## src/rtl/regfile_pkg.sv

```systemverilog
// regfile_pkg: shared defaults and helpers for the multi-port register file
package regfile_pkg;

    localparam int DEF_DATA_W   = 32;
    localparam int DEF_NUM_REGS = 32;

    // Address width for n entries, never less than one bit
    function automatic int clog2(input int n);
        int r;
        r = 0;
        for (int i = 0; i < 31; i++) r = ((1 << i) < n) ? i + 1 : r;
        return (r < 1) ? 1 : r;
    endfunction

    // Low bit of field idx in a packed bus of w-bit fields
    function automatic int lsb(input int idx, input int w);
        return idx * w;
    endfunction

endpackage

```

## src/rtl/regfile_wsel.sv

```systemverilog
// regfile_wsel: picks the highest-numbered enabled write port targeting addr
module regfile_wsel
    import regfile_pkg::*;
#(
    parameter int NUM_WR = 1,
    parameter int ADDR_W = 5,
    parameter int DATA_W = 32
) (
    input  logic [NUM_WR-1:0]        wr_en,
    input  logic [NUM_WR*ADDR_W-1:0] wr_addr,
    input  logic [NUM_WR*DATA_W-1:0] wr_data,
    input  logic [ADDR_W-1:0]        addr,
    output logic                     hit,
    output logic [DATA_W-1:0]        data
);

    // Ascending scan so later (higher) ports override earlier matches
    always_comb begin
        hit  = 1'b0;
        data = '0;
        for (int p = 0; p < NUM_WR; p++) begin
            if (wr_en[p] && wr_addr[lsb(p, ADDR_W) +: ADDR_W] == addr) begin
                hit  = 1'b1;
                data = wr_data[lsb(p, DATA_W) +: DATA_W];
            end
        end
    end

endmodule

```

## src/rtl/regfile_mp.sv

```systemverilog
// regfile_mp: multi-port flip-flop register file with a busy scoreboard
module regfile_mp
    import regfile_pkg::*;
#(
    parameter int DATA_W   = DEF_DATA_W,
    parameter int NUM_REGS = DEF_NUM_REGS,
    parameter int NUM_RD   = 2,
    parameter int NUM_WR   = 1,
    parameter int ZERO_REG = 1,
    parameter int BYPASS   = 1,
    parameter int ADDR_W   = clog2(NUM_REGS)
) (
    input  logic                     clock,
    input  logic                     resetn,
    input  logic [NUM_RD*ADDR_W-1:0] rd_addr,
    output logic [NUM_RD*DATA_W-1:0] rd_data,
    output logic [NUM_RD-1:0]        rd_busy,
    input  logic [NUM_WR-1:0]        wr_en,
    input  logic [NUM_WR*ADDR_W-1:0] wr_addr,
    input  logic [NUM_WR*DATA_W-1:0] wr_data,
    input  logic                     rsv_en,
    input  logic [ADDR_W-1:0]        rsv_addr,
    output logic [ADDR_W:0]          busy_cnt
);

    logic [DATA_W-1:0]   regs   [NUM_REGS];
    logic [DATA_W-1:0]   w_data [NUM_REGS];
    logic [NUM_REGS-1:0] busy;
    logic [NUM_REGS-1:0] busy_nxt;
    logic [NUM_REGS-1:0] w_hit;
    logic [ADDR_W:0]     cnt_nxt;

    for (genvar r = 0; r < NUM_REGS; r++) begin : g_reg
        localparam bit LIVE = (ZERO_REG == 0) || (r != 0);
        logic hit;
        regfile_wsel #(
            .NUM_WR(NUM_WR),
            .ADDR_W(ADDR_W),
            .DATA_W(DATA_W)
        ) u_wsel (
            .wr_en  (wr_en),
            .wr_addr(wr_addr),
            .wr_data(wr_data),
            .addr   (ADDR_W'(r)),
            .hit    (hit),
            .data   (w_data[r])
        );
        assign w_hit[r]    = LIVE && hit;
        // A reservation beats a same-cycle write: the new producer owns the register
        assign busy_nxt[r] = LIVE && ((rsv_en && rsv_addr == ADDR_W'(r)) || (busy[r] && !hit));
    end

    // Count moves one step per busy bit that flips, so it tracks the popcount without wrapping
    always_comb begin
        cnt_nxt = busy_cnt;
        for (int i = 0; i < NUM_REGS; i++) begin
            if (busy_nxt[i] && !busy[i]) cnt_nxt = cnt_nxt + 1'b1;
            else if (!busy_nxt[i] && busy[i]) cnt_nxt = cnt_nxt - 1'b1;
        end
    end

    // Storage, busy bits and count; reset clears everything immediately
    always_ff @(posedge clock or negedge resetn) begin
        if (!resetn) begin
            for (int i = 0; i < NUM_REGS; i++) regs[i] <= '0;
            busy     <= '0;
            busy_cnt <= '0;
        end else begin
            for (int i = 0; i < NUM_REGS; i++) if (w_hit[i]) regs[i] <= w_data[i];
            busy     <= busy_nxt;
            busy_cnt <= cnt_nxt;
        end
    end

    for (genvar i = 0; i < NUM_RD; i++) begin : g_rd
        logic [ADDR_W-1:0] a;
        logic [DATA_W-1:0] b_data;
        logic              b_hit;
        logic              ok;
        logic              fwd;
        assign a = rd_addr[lsb(i, ADDR_W) +: ADDR_W];
        regfile_wsel #(
            .NUM_WR(NUM_WR),
            .ADDR_W(ADDR_W),
            .DATA_W(DATA_W)
        ) u_byp (
            .wr_en  (wr_en),
            .wr_addr(wr_addr),
            .wr_data(wr_data),
            .addr   (a),
            .hit    (b_hit),
            .data   (b_data)
        );
        assign ok  = (32'(a) < NUM_REGS) && !(ZERO_REG != 0 && a == '0);
        assign fwd = (BYPASS != 0) && b_hit;
        assign rd_data[lsb(i, DATA_W) +: DATA_W] = !ok ? '0 : fwd ? b_data : regs[a];
        assign rd_busy[i] = ok && !fwd && busy[a];
    end

endmodule

```

## config.mk

```make
export PLATFORM = sky130hd
export DESIGN_NAME = regfile_mp
export DESIGN_NICKNAME = d
export VERILOG_FILES = /design/src/rtl/regfile_pkg.sv /design/src/rtl/regfile_wsel.sv /design/src/rtl/regfile_mp.sv
export SDC_FILE = /design/constraint.sdc
export NUM_CORES = 2
export LEC_CHECK = 0
export ABC_AREA = 1
export CAP_MARGIN = 20
export CELL_PAD_IN_SITES_DETAIL_PLACEMENT = 0
export CELL_PAD_IN_SITES_GLOBAL_PLACEMENT = 1
export CORE_ASPECT_RATIO = 0.9
export CORE_UTILIZATION = 51
export DETAILED_ROUTE_END_ITERATION = 12
export GPL_TIMING_DRIVEN = 0
export MAX_ROUTING_LAYER = met4
export PLACE_DENSITY_LB_ADDON = 0.3
export REMOVE_ABC_BUFFERS = 1
export SYNTH_ARGS = -nofsm -noshare
export SYNTH_HDL_FRONTEND = slang
export SYNTH_SLANG_ARGS = --single-unit
```

## constraint.sdc

```tcl
create_clock -name clock -period 33.9 [get_ports clock]
set_clock_uncertainty 0.2 [all_clocks]
set_input_delay 10.17 -clock clock [delete_from_list [all_inputs] [get_ports clock]]
set_output_delay 10.17 -clock clock [all_outputs]
set_load 0.1 [all_outputs]
```

==> impl_metrics.toml <==
[outcome]
status = "completed"

[synth]
synthArstFlopShare_pct = 100
yosysWarningCount = 0
synth_edf_count = 0
synth_ff_type = "dfrtp_1"
synth-seq-cells = 1029
syn_avg_cell_area_um2 = 7.23
netlist_area_um2 = 63800
seq_area_frac_synth_pct = 40.4
yosys-top-cells-area = "dfrtp_1, o21ai_0, nand2_1"
synth_top_area_share_pct = 40.4
synth_cell_types = 57
synth_common_cells = "nand2_1, o21ai_0, dfrtp_1"
yosysMostFrequentCell = "nand2_1"
yosysTopAreaCell = "dfrtp_1"
netlist_instances = 8828

[sta]
worst_pin_slew_ns = 1.24
setup_viol = 0
whs_ns = 0.295
fin_crit_sh_pct = 95.5
rsz0062_at_grt = "no"
min_period_ns = 32.37
slew_headroom_pct = 17.4
max_freq_mhz = 30.9
hold_violations = 0
drv_slew = 0

[clocking]
clock-root-buffer = "clkbuf_16"
cts_made_buffers = 111
clock_path_buffers = 3
clkSlewWorstSetupHoldPaths_ns = 0.06
htreeDepth = 3
cts.sinks = 1029
cts_tree = "yes"
clock_latency_ns = 0.75

[routing]
drt_wl_total_um = 244000
drt_iter0_drc = 9260
post_drt_wl_per_cell_um = 24.0
firstDrtPassIters = 8
routed_via_density = 6.37
drt.antenna.violating_nets = 0
route.detailed.drc = 0
vias = 64700

[grt]
gr-total-overflow = 0
track_usage_pct = 38.8
antenna_found_initial = 12
grt_pass1_vias = 59500
grt_pass1_wl_um = 365000
grt_max_degree = 167

[layout]
utilization_pct = 57.2
layout-drive-gt1-share_pct = 8.65
ff_latch_area_um2 = 25700
nNetsFinal = 8564
layout-area-overhead-vs-synth_pct = 10.7
num-fill-cells = 11500
multiInputGateArea_um2 = 32700

[critical_path]
end_kind = "flip-flop"
crit_top_cell = "ha_1"
timing.critical_path.arrival_ns = 32.80
critPathSlowestCell = "clkdlybuf4s50_1"
crit_path_max_incr_delay_ns = 0.59
crit_path_start_kind = "input pin"
required_ns = 34.33
critical_path_class = "input pin to flip-flop"
path_max_fanout = 6

[power_and_ir_drop]
p_per_area_nw_per_um2 = 70.3
ir_drop_mv = 0.0617
p_leak_nw = 31.1

[floorplan]
die_w_um = 375
pin_count = 128
fp.coreArea_um2 = 123000
initial_utilization_pct = 51.7
die_h_um = 338
rows = 122
die_area_um2 = 126000

[place]
place_congestion = 0.908
hpwl_um = 139000
port_buffers = 127

[run]
drv_cap = 0

[min_path]
hold_path.class = "flip-flop to flip-flop"
critical path, delay by kind of cell:
family          cells  cell delay (ns)
xor+xnor            1             0.15
simple gates       56             6.78
buf+inv            22             2.25
compound gates     25             4.47
fa+ha+maj          30             8.92
flip-flops by register name, indices dropped and copies added, names as in the netlist:
register / flops
regs: 992
busy_cnt: 6
busy: 31
report_power, final:
group	switching, mW	internal [mW]	total [mW]
Clock	0.535	0.720	1.26
Combinational	1.40	0.662	2.07
Sequential	0.167	1.48	1.64
Total	2.11	2.86	4.97
cell usage in the layout, fill, tap and decap left out, drive strengths merged, types with 99 or more instances in the layout:
cell              n
nand3           606
o21ai          1660
o221ai          149
a21oi           634
o2111ai          99
nand2          2007
inv             726
clkbuf          171
buf             102
clkdlybuf4s50   116
dfrtp          1029
o22ai           143
nor2            537
final timing paths:
kind                             startpoint           to  slack (ns)  cells past startpoint
worst max-delay path             wr_addr[0]  busy_cnt[4]        1.53                    134
worst min-delay path              regs[498]    regs[498]        0.29                      2
worst max register to register  busy_cnt[0]  busy_cnt[4]       11.37                    131
worst min register to register    regs[498]    regs[498]        0.29                      2
max in group asynchronous            resetn    regs[452]       21.78                      4
min in group asynchronous            resetn     regs[28]        9.08                      1
area by class of cell:
| cell class | count | share of cell area, % |
|---|---|---|
| multi-input combinational | 6348 | 46.4 |
| inverter | 739 | 4.07 |
| clock inverter | 29 | 0.510 |
| tap | 1612 | 2.86 |
| antenna | 15 | 0.0532 |
| sequential | 1029 | 36.5 |
| clock buffer | 171 | 4.73 |
| timing repair buffer | 218 | 4.92 |
metrics by stage:
step / total power, mW / area, um^2 / TNS, ns / setup WS (ns) / instances
4_1_cts: 4.94 / 70500 / 0 / 0.0108 / 10100
3_5_place_dp: 3.69 / 66800 / -2.75 / -0.704 / 9939
2_1_floorplan: 3.18 / 61100 / 0 / 1.69 / 8115
6_report: 4.97 / 70600 / 0 / 1.53 / 10200
5_1_grt: 5.31 / 70600 / 0 / 0.0114 / 10200
3_3_place_gp: 3.66 / 64400 / - / -32.12 / 9854
layer usage:
layer / part of all wire (%) / up-vias / global-route usage, %
met2: 43 / 4057 / 57.1
li1: - / 29400 / -
met3: 12 / 823 / 9.14
met5: 0 / - / -
met1: 40 / 30400 / 50.3
met4: 5.2 / 0 / 18.6
timing repair:
action | 4_1_cts | 5_1_grt
gates resized for setup | 0 | 14
setup endpoints to repair | 0 | 5
buffers inserted | 0 | 5
hold buffers | 0 | 0
cell families (layout without fill, tap and decap cells):
family                   after synthesis  in the layout  share of synthesized area (%)
XOR/XNOR                              21             21                          0.377
other                                  0             15                              0
buffers and inverters               1452           1157                           8.60
AO/OA/AOI/OAI                       2976           2976                           26.3
adder cells (fa/ha/maj)               61             61                           1.20
AND/OR/NAND/NOR                     3289           3290                           23.1
flip-flops                          1029           1029                           40.4
(Power assumes the default switching activity.)
